`src/rtl/digit_scan_mux.sv`:
```
// -----------------------------------------------------------------------------
// digit_scan_mux
//
// Time-multiplexed seven-segment display scanner. Walks a digit index across
// NUM_DIGITS slots of PRESCALE clocks each, presents the selected digit code,
// its index and a one-hot anode enable on registered outputs. New digit values
// are captured into a pending buffer on load and moved into the display shadow
// only at the frame boundary, so a frame never shows a mix of old and new
// digits.
//
// Optional feature: define DIGIT_SCAN_LZB_EN to enable leading-zero blanking
// (digit i >= 1 blanked when it and every higher shadow digit are zero).
//
// Ports:
//   clk           system clock
//   rst_n         asynchronous active-low reset
//   digits_in     packed digits, digit i at [i*DIGIT_W +: DIGIT_W]
//   digit_en      per-digit enable, 0 blanks that digit (used live)
//   load          capture digits_in
//   digit_out     shadow code of the digit in the current slot
//   digit_sel     index of the digit in the current slot
//   anode         one-hot digit enable, active level set by ANODE_ACTIVE_LOW
//   blank         current slot is blanked
//   frame_done    one-cycle pulse when the scan wraps to digit 0
//   load_pending  a captured value waits for the frame boundary
// -----------------------------------------------------------------------------
module digit_scan_mux #(
  parameter int NUM_DIGITS       = 4,
  parameter int DIGIT_W          = 4,
  parameter int PRESCALE         = 50000,
  parameter bit ANODE_ACTIVE_LOW = 1'b1,
  localparam int SEL_W           = (NUM_DIGITS > 1) ? $clog2(NUM_DIGITS) : 1
) (
  input  logic                          clk,
  input  logic                          rst_n,
  input  logic [NUM_DIGITS*DIGIT_W-1:0] digits_in,
  input  logic [NUM_DIGITS-1:0]         digit_en,
  input  logic                          load,
  output logic [DIGIT_W-1:0]            digit_out,
  output logic [SEL_W-1:0]              digit_sel,
  output logic [NUM_DIGITS-1:0]         anode,
  output logic                          blank,
  output logic                          frame_done,
  output logic                          load_pending
);

  localparam int PCNT_W = (PRESCALE > 1) ? $clog2(PRESCALE) : 1;
  localparam int DATA_W = NUM_DIGITS * DIGIT_W;

  // XOR mask that converts an active-high enable into the pin polarity;
  // it also doubles as the "all digits off" pin pattern.
  localparam logic [NUM_DIGITS-1:0] ANODE_IDLE =
      ANODE_ACTIVE_LOW ? {NUM_DIGITS{1'b1}} : {NUM_DIGITS{1'b0}};

  logic [PCNT_W-1:0]     pcnt_r;
  logic [SEL_W-1:0]      idx_r;
  logic [DATA_W-1:0]     pend_r;
  logic [DATA_W-1:0]     shadow_r;
  logic                  load_pending_r;
  logic                  frame_done_r;
  logic [DIGIT_W-1:0]    digit_out_r;
  logic [SEL_W-1:0]      digit_sel_r;
  logic [NUM_DIGITS-1:0] anode_r;
  logic                  blank_r;

  logic                  tick_s;
  logic                  wrap_s;
  logic [DIGIT_W-1:0]    cur_digit_s;
  logic [NUM_DIGITS-1:0] onehot_s;
  logic [NUM_DIGITS-1:0] lz_s;
  logic                  slot_blank_s;
  logic [NUM_DIGITS-1:0] anode_next_s;

  assign tick_s = (pcnt_r == PCNT_W'(PRESCALE - 1));
  assign wrap_s = tick_s && (idx_r == SEL_W'(NUM_DIGITS - 1));

  // Prescaler: one tick every PRESCALE clocks (constant tick when PRESCALE=1).
  always_ff @(posedge clk or negedge rst_n) begin
    if (!rst_n) begin
      pcnt_r <= {PCNT_W{1'b0}};
    end else if (tick_s) begin
      pcnt_r <= {PCNT_W{1'b0}};
    end else begin
      pcnt_r <= pcnt_r + PCNT_W'(1);
    end
  end

  // Digit index: advances on tick, wraps to 0 after the last digit.
  always_ff @(posedge clk or negedge rst_n) begin
    if (!rst_n) begin
      idx_r        <= {SEL_W{1'b0}};
      frame_done_r <= 1'b0;
    end else begin
      frame_done_r <= wrap_s;
      if (wrap_s) begin
        idx_r <= {SEL_W{1'b0}};
      end else if (tick_s) begin
        idx_r <= idx_r + SEL_W'(1);
      end else begin
        idx_r <= idx_r;
      end
    end
  end

  // Load path: a load on the wrap edge bypasses pend; otherwise the pending
  // value is promoted to the shadow at the next wrap.
  always_ff @(posedge clk or negedge rst_n) begin
    if (!rst_n) begin
      pend_r         <= {DATA_W{1'b0}};
      shadow_r       <= {DATA_W{1'b0}};
      load_pending_r <= 1'b0;
    end else if (wrap_s) begin
      load_pending_r <= 1'b0;
      if (load) begin
        pend_r   <= digits_in;
        shadow_r <= digits_in;
      end else if (load_pending_r) begin
        shadow_r <= pend_r;
      end else begin
        shadow_r <= shadow_r;
      end
    end else if (load) begin
      pend_r         <= digits_in;
      load_pending_r <= 1'b1;
    end else begin
      pend_r         <= pend_r;
      load_pending_r <= load_pending_r;
    end
  end

  // Slot decode: selected shadow digit and one-hot position of idx.
  always_comb begin
    cur_digit_s = {DIGIT_W{1'b0}};
    onehot_s    = {NUM_DIGITS{1'b0}};
    for (int i = 0; i < NUM_DIGITS; i++) begin
      onehot_s[i] = (idx_r == SEL_W'(i));
      cur_digit_s = onehot_s[i] ? shadow_r[i*DIGIT_W +: DIGIT_W] : cur_digit_s;
    end
  end

`ifdef DIGIT_SCAN_LZB_EN
  logic upper_zero_s;

  // Leading-zero mask: scan from the top digit down while digits stay zero.
  always_comb begin
    lz_s         = {NUM_DIGITS{1'b0}};
    upper_zero_s = 1'b1;
    for (int i = NUM_DIGITS - 1; i >= 1; i--) begin
      upper_zero_s = upper_zero_s &&
                     (shadow_r[i*DIGIT_W +: DIGIT_W] == {DIGIT_W{1'b0}});
      lz_s[i]      = upper_zero_s;
    end
  end
`else
  assign lz_s = {NUM_DIGITS{1'b0}};
`endif

  assign slot_blank_s = |(onehot_s & (~digit_en | lz_s));
  assign anode_next_s = (slot_blank_s ? {NUM_DIGITS{1'b0}} : onehot_s) ^ ANODE_IDLE;

  // Output registers: sampled every cycle, one cycle behind idx/shadow.
  always_ff @(posedge clk or negedge rst_n) begin
    if (!rst_n) begin
      digit_out_r <= {DIGIT_W{1'b0}};
      digit_sel_r <= {SEL_W{1'b0}};
      blank_r     <= 1'b1;
      anode_r     <= ANODE_IDLE;
    end else begin
      digit_out_r <= cur_digit_s;
      digit_sel_r <= idx_r;
      blank_r     <= slot_blank_s;
      anode_r     <= anode_next_s;
    end
  end

  assign digit_out    = digit_out_r;
  assign digit_sel    = digit_sel_r;
  assign anode        = anode_r;
  assign blank        = blank_r;
  assign frame_done   = frame_done_r;
  assign load_pending = load_pending_r;

endmodule

```
`config.mk`:
```
export PLATFORM = sky130hd
export DESIGN_NAME = digit_scan_mux
export DESIGN_NICKNAME = d
export VERILOG_FILES = /design/src/rtl/digit_scan_mux.sv
export SDC_FILE = /design/constraint.sdc
export NUM_CORES = 1
export LEC_CHECK = 0
export CAP_MARGIN = 30
export CORE_UTILIZATION = 40
export CTS_BUF_LIST = sky130_fd_sc_hd__clkbuf_16
export DETAILED_ROUTE_END_ITERATION = 8
export DONT_BUFFER_PORTS = 1
export PLACE_DENSITY = 0.56
export RECOVER_POWER = 50
export SYNTH_ARGS = -nofsm -noshare
export SYNTH_HDL_FRONTEND = slang
export SYNTH_SLANG_ARGS = --single-unit
```
`constraint.sdc`:
```
create_clock -name clk -period 4.2 [get_ports clk]
set_input_delay 0.21 -clock clk [delete_from_list [all_inputs] [get_ports clk]]
set_output_delay 0.21 -clock clk [all_outputs]
set_load 0.03 [all_outputs]
```
Word-level counts from Yosys, hierarchy flattened
Index checks and enable logic that the tools add are counted.
Widths: inputs -> output; s select.
{ "totals": {"word_cells": 38, "register_bits": 63} }
{ "op_classes": {"muxes": 12, "n_bitwise": 3, "reduce_logical": 7, "n_addsub": 2, "eq_ne": 4} }
{ "op_table": {"columns": ["operator", "n"], "rows": [
  ["$mux 16", 3],
  ["$mux 4", 5],
  ["$add 16x1->16 const B", 1],
  ["$eq 16x16->1 const B", 1],
  ["$not 4->4", 2],
  ["$reduce_bool 2->1", 3],
  ["$and 4x4->4", 1],
  ["$eq 2x2->1 const B", 2],
  ["$mux 2", 2],
  ["$reduce_or 4->1", 1],
  ["$add 2x1->2 const B", 1],
  ["$eq 2x1->1 const B", 1],
  ["$logic_not 2->1", 1],
  ["$mux 1", 2],
  ["$reduce_and 2->1", 1],
  ["$logic_and 1x1->1", 1]
]} }

Logic depth before layout (Yosys ltp)
Gate-level depths: netlist of run 1.
{ "depth": {"ltp_word": 5, "depth_mapped": 6, "ltp_nobuf": 6} }

Worst setup path before layout of run 1
No wires, ideal clock.
{ "synth_timing": {"path_kind": "reg-to-reg", "from": "register pcnt_r[0]", "to": "register shadow_r[10]", "path_buffers": 1, "setup_slack_ps": 2194, "t_arrival_ps": 1882, "setup_time_ps": 125, "path_stages_with_launch": 7, "synth_period_minus_slack_ps": 2006, "path_cell_list": "dfrtp_1 ha_1 and3_2 nand4_2 nor4_4 buf_6 mux2_2"} }
{ "synth_via": {"elab_chain_len": 3} }
{ "synth_lines": {"columns": ["item", "line_no", "text"], "rows": [
  ["start, declared", "55", "logic [PCNT_W-1:0] pcnt_r;"],
  ["start signal, assigned", "80", "pcnt_r <= {PCNT_W{1'b0}};"],
  ["start signal, assigned", "82", "pcnt_r <= {PCNT_W{1'b0}};"],
  ["start signal, assigned", "84", "pcnt_r <= pcnt_r + PCNT_W'(1);"],
  ["$eq 16x16->1", "74", "assign tick_s = (pcnt_r == PCNT_W'(PRESCALE - 1));"],
  ["$logic_and 1x1->1", "75", "assign wrap_s = tick_s && (idx_r == SEL_W'(NUM_DIGITS - 1));"],
  ["$reduce_and 2->1 (no line)", null, null],
  ["end signal, assigned", "110", "shadow_r <= {DATA_W{1'b0}};"],
  ["end signal, assigned", "116", "shadow_r <= digits_in;"],
  ["end signal, assigned", "118", "shadow_r <= pend_r;"],
  ["end, declared", "58", "logic [DATA_W-1:0] shadow_r;"]
]} }
No other way between the ends.
A chain may end at the register's enable or synchronous reset.

Final worst setup path of run 1
{ "layout_timing": {"from": "register idx_r[0]", "to": "register shadow_r[14]"} }
{ "layout_via": {"elab_chain_len": 3} }
{ "layout_lines": {"columns": ["item", "line_no", "text"], "rows": [
  ["start, declared", "56", "logic [SEL_W-1:0] idx_r;"],
  ["start signal, assigned", "91", "idx_r <= {SEL_W{1'b0}};"],
  ["start signal, assigned", "96", "idx_r <= {SEL_W{1'b0}};"],
  ["start signal, assigned", "98", "idx_r <= idx_r + SEL_W'(1);"],
  ["$eq 2x2->1", "75", null],
  ["$logic_and 1x1->1", "75", null],
  ["$reduce_and 2->1 (no line)", null, null]
]} }
No other way between the ends.

==> out/metrics.csv, run 1 <==
metric;value;unit
post-synthesis net count;221;
final hold vios;0;
Leak;0.00134;uW
class of the worst hold path;input pin to flip-flop;
post-synthesis cell area;2600;sq um
initial antenna violation count;0;
Setup violations, final;0;
die area;6820;sq um
Post-synth EDFFs;0;
unrepaired setup endpoints after global routing;no;
n_diodes;0;
die width;82.6;um
Synth Area in Compound Gates;0.0337;
Worst setup SP type;flip-flop;
Adder-Cell Fraction of Synth Area;0.0241;
DP HPWL;3140;um
Most used DFF post-synth;dfrtp_1;
Starting DRT DRC Count;51;
main combinational cell family by area after synthesis;multiplexers;
die height;82.6;um
sequential share of the synthesized area;0.610;
Critical Path End Type;flip-flop;
drt first pass iters;4;
post-route ant nets;0;
count of cell types in the netlist;27;
IO Pins;36;
share of cells above drive strength 1;0.272;
Tcrit/Tclk final;0.605;
cts repair resizes;0;
most frequent cell after synthesis;dfrtp_1;
total CTS buffers;9;
largest net degree at the start of global routing;64;
area share of xor/xnor cells in the synthesized design;0.0472;
Highest Clock Rate;393;MHz
clock latency on the worst-skew pair;0.32;ns
final WL;4650;um
Int Pwr;1170;uW
clk slew on worst S/H paths;0.05;ns
slew margin rel.;0.320;
CTS H-tree lvls;3;
Std-Cell Rows;28;
Vias/cell;5.36;
final-layout fill cell count;536;
core footprint;6100;sq um
top cells by area, synth;dfrtp_1 56%, mux2_2 14%, dfstp_2 5.1%, xnor2_1 2.7%, nor2_1 2.5%;
crit path max fanout;16;
post-CTS setup-driven buffer insertion count;0;
remaining global-route overflow;0;
Synth top area share;0.559;
CTS Sinks;63;
Max Cap Viol;0;
Post-Synth Simple-Gate Area;0.115;
status;completed;
I/O Buffers;0;
Clk Tree Root Cell;clkbuf_16;
CP required;4.40;ns
Psw;272;uW
mux cell area share after synthesis;0.143;
Slew @ Worst Pin;1.01;ns
first-pass GRT wire length;7690;um
Initial Util;0.426;
Finished Layout Cells;281;
Worst Clk Skew;0.00487;ns
area grow syn2layout;15.5;%
CTS tree;built;
Comb power frac;0.033;
Power Density;479;nW/um^2
Worst EP arrival;2.74;ns
worst setup path class;flip-flop to flip-flop;
crit path time final;2.54;ns
Longest Clk Path Bufs;2;
via count;1505;
Synth Warn #;0;
cell taking the most area after synthesis;dfrtp_1;
clock share of power;0.518;
Avg Synthesized Cell Area;13.5;sq um
Async S/R FF share, synth;1.00;
Post-Syn Instances;193;
vias in the first global route;1608;
wire per inst;16.5;um
number of hold buffers added after cts;2;
maximum vdd drop;0.385;mV
# placed instances;263;
# nets final;229;
drt drc;0;
Slew Limit Fails;0;
Routability Congestion;0.789;
GR Util All Layers;0.159;
synth cell count leaders;58 x dfrtp_1, 33 x mux2_2, 17 x nor2_1;
sw frac;0.189;
Setup TNS Final;0;ns
sequential share of power;0.449;
Yosys reg bits;63;
-- path summary, 6_finish.rpt --
check	start	slack [ns]	cells past startpoint	endpoint
worst max-delay path	idx_r[0]	1.66	4	shadow_r[14]
worst max register to register	idx_r[0]	1.66	4	shadow_r[14]
worst min register to register	idx_r[1]	0.47	0	digit_sel[1]
min in group asynchronous	rst_n	0.43	2	shadow_r[14]
max in group asynchronous	rst_n	3.47	2	anode[1]
worst min-delay path	digits_in[2]	0.06	1	pend_r[2]
-- routing by layer --
| layer | up-vias | routed length [um] | track usage |
|---|---|---|---|
| met3 | 10 | 234 | 0.0604 |
| met4 | 0 | 75 | 0.0621 |
| li1 | 694 | - | - |
| met1 | 760 | 2290 | 0.203 |
| met2 | 41 | 2040 | 0.243 |
| met5 | - | 0 | 0 |
-- metrics by stage --
stage	power [uW]	util	cell area (sq um)	hold slack, ns	setup WS (ns)
6_report	1440	0.492	3000	0.0607	1.66
5_1_grt	1490	0.492	3000	0.0544	1.47
4_1_cts	1460	0.492	3000	0.0512	1.62
3_5_place_dp	688	0.435	2650	-0.0838	1.63
3_3_place_gp	687	0.435	2650	-0.0841	1.72
2_1_floorplan	683	-	2600	-0.0856	2.19
-- sequential cells by signal, summed over array words and instances (netlist names) --
register / cells
shadow_r: 16
pend_r: 16
idx_r: 2
pcnt_r: 16
anode: 4
blank: 1
load_pending: 1
digit_out: 4
digit_sel: 2
frame_done: 1
-- power groups by stage --
stage          clock (uW)  sequential, uW  combinational, uW
2_1_floorplan           0             653               30.4
3_3_place_gp            0             655               31.8
3_5_place_dp            0             655               32.6
4_1_cts               764             645               48.8
5_1_grt               790             648               53.3
6_report              745             646               47.0
-- logic make-up (layout without fill, tap and decap cells) --
kind of cell,after synthesis,after routing
flops,63,63
simple gates,53,53
mux,33,33
xor+xnor,14,14
buf+inv,14,27
compound gates,11,11
fa+ha+maj,5,5
-- critical path: stages (launching register included) --
cell and delay [ns]:
dfrtp_1 0.44, ha_1 0.43, inv_1 0.20, nor4_4 0.93
mux2_2 0.42
-- cell type report --
class / instances / area, sq um / area share
Sequential cell: 63 / 1580 / 0.528
Clock inverter: 7 / 81.3 / 0.0271
Inverter: 9 / 33.8 / 0.0113
Timing Repair Buffer: 2 / 37.5 / 0.0125
Clock buffer: 9 / 225 / 0.0751
Tap cell: 75 / 93.8 / 0.0313
Multi-Input combinational cell: 116 / 943 / 0.315
-- placed cells by master (no fill, tap or decap), types with 6 or more instances in the layout --
| master | instances |
|---|---|
| dfrtp_1 | 58 |
| mux2_2 | 32 |
| nor2_1 | 17 |
| inv_1 | 12 |
| nand2_1 | 10 |
| clkbuf_16 | 9 |
| xnor2_1 | 8 |
| xor2_1 | 6 |
Power figures use the tool's default switching activity.
==> run 2, diff against run 1 <==
Settings changed: PLACE_DENSITY 0.56 to 0.58.
Clock period 4.2 ns to 2.29 ns, I/O delays scaled along.
==> out/metrics.csv, run 2 (synthesis gave the netlist of run 1 again) <==
metric;value;unit;change
Crit-path slowest cell;dfrtp_1;;
Leak;0.00147;uW;+9.9%
drt drc;0;;unchanged
area grow syn2layout;27.2;%;
post-route ant nets;0;;unchanged
Max Cap Viol;0;;unchanged
drt first pass iters;4;;unchanged
CP required;2.50;ns;-1.90 ns
die width;82.6;um;unchanged
die height;82.6;um;unchanged
GR Util All Layers;0.172;;+0.0132
most common cell after layout, fill and taps aside;dfrtp_1;;
CP max stage delay;0.41;ns;-0.52 ns
Tcrit/Tclk final;0.881;;+0.276
CP Cell Sequence;ha_1, and3_2, nand4_2, nor4_4, buf_4, mux2_2;;
first-pass GRT wire length;8250;um;+7.4%
CTS Sinks;63;;unchanged
CTS H-tree lvls;3;;unchanged
final WL;4850;um;+4.4%
wire per inst;15.3;um;-7.5%
Setup TNS Final;0;ns;unchanged
worst setup path class;flip-flop to flip-flop;;
CTS tree;built;;
n_diodes;0;;unchanged
status;completed;;
share of cells above drive strength 1;0.248;;-0.0239
clk slew on worst S/H paths;0.05;ns;about the same
I/O Buffers;0;;unchanged
Setup violations, final;0;;unchanged
Worst setup SP type;flip-flop;;
RR Endpoint;shadow_r[7];;
crit path time final;2.02;ns;-0.524 ns
Critical Path End Type;flip-flop;;
worst hold path endpoint;blank;;
core footprint;6100;sq um;unchanged
Worst EP arrival;2.22;ns;-0.52 ns
final total power;2610;uW;+81%
Slew @ Worst Pin;1.47;ns;+0.463 ns
cts repair resizes;0;;unchanged
Highest Clock Rate;495;MHz;+26%
class of the worst hold path;input pin to flip-flop;;
# nets final;265;;+16%
reg2reg start;pcnt_r[0];;
post-CTS setup-driven buffer insertion count;0;;unchanged
IO Pins;36;;unchanged
total CTS buffers;9;;unchanged
Std-Cell Rows;28;;unchanged
die area;6820;sq um;unchanged
Initial Util;0.426;;unchanged
largest net degree at the start of global routing;64;;unchanged
via count;1589;;+5.6%
# placed instances;266;;+1.1%
Reg2Reg Depth;6;;+2
CP top delay family;simple AND/OR/NAND/NOR gates;;
Worst Clk Skew;0.00681;ns;+0.00194 ns
Vias/cell;5.01;;-6.4%
clock latency on the worst-skew pair;0.32;ns;about the same
reg2reg setup slack;0.27;ns;-1.39 ns
maximum vdd drop;0.538;mV;+40%
biggest regs;pcnt_r (16), pend_r (16), shadow_r (16);;
DP HPWL;3120;um;-0.57%
HP Start;digit_en[0];;
unrepaired setup endpoints after global routing;no;;
final hold vios;0;;unchanged
post-layout util;0.542;;+0.0501
Finished Layout Cells;317;;+13%
slew margin rel.;0.0171;;-0.303
Routability Congestion;0.784;;-0.53%
crit path buf inv count;1;;unchanged
remaining global-route overflow;0;;unchanged
number of hold buffers added after cts;35;;+33
Slew Limit Fails;0;;unchanged
Longest Clk Path Bufs;2;;unchanged
WHS Path Cells;3;;+2
Hold WS;0.0577;ns;-0.00299 ns
vias in the first global route;1727;;+7.4%
Starting DRT DRC Count;68;;+33%
Clk Tree Root Cell;clkbuf_16;;
crit path max fanout;16;;unchanged
Power Density;789;nW/um^2;+65%
initial antenna violation count;0;;unchanged
most frequent cells in the layout;58 x dfrtp_1, 34 x dlygate4sd3_1, 33 x mux2_2;;
==> run 2: cell count changes in the layout (fill, tap and decap cells not counted) <==
cell and delta:
buf_16 -1, clkbuf_2 +1, clkinv_1 +1, buf_4 +3, mux2_2 +1, dlygate4sd3_1 +33, inv_1 -1, mux2_1 -1
clkinv_2 +1, bufinv_16 -1
==> run 2: per-stage QoR <==
step	instance area (sq um)	setup slack [ns]
2_1_floorplan	2600	0.284
3_3_place_gp	2680	0.338
3_5_place_dp	2680	0.269
4_1_cts	3330	0.250
5_1_grt	3300	0.147
6_report	3300	0.272
==> run 2: report_power, final <==
group | internal, uW | switching (uW)
clock | 822 | 452
sequential | 1160 | 23.9
combinational | 93.2 | 55.3
==> run 2: layout make-up <==
cell class,instances,area [sq um]
multi-input combinational,116,943
tap,75,93.8
clock buffer,9,225
timing repair buffer,38,368
inverter,9,33.8
sequential,63,1580
fill,501,2790
clock inverter,7,56.3
==> run 2: worst max-delay path by stage <==
stage / start / endpoint / slack (ns) / cells after the start
global route: pcnt_r[0] / shadow_r[1] / 0.15 / 6
detailed placement: pcnt_r[0] / shadow_r[7] / 0.27 / 6
CTS: pcnt_r[0] / shadow_r[13] / 0.25 / 6
finish: pcnt_r[0] / shadow_r[7] / 0.27 / 6
floorplan: pcnt_r[0] / shadow_r[10] / 0.28 / 6
global placement: pcnt_r[0] / shadow_r[11] / 0.34 / 6
==> run 2: layer usage <==
| layer | routed length [um] | global-route usage | up-vias |
|---|---|---|---|
| li1 | - | - | 763 |
| met5 | 0 | 0 | - |
| met4 | 80 | 0.0810 | 0 |
| met1 | 2180 | 0.205 | 772 |
| met3 | 300 | 0.0659 | 10 |
| met2 | 2290 | 0.274 | 44 |
==> run 2: tightest hold or removal path, stage by stage <==
cell and delay [ns]:
inv_1 0.03, a221oi_1 0.13, inv_1 0.07
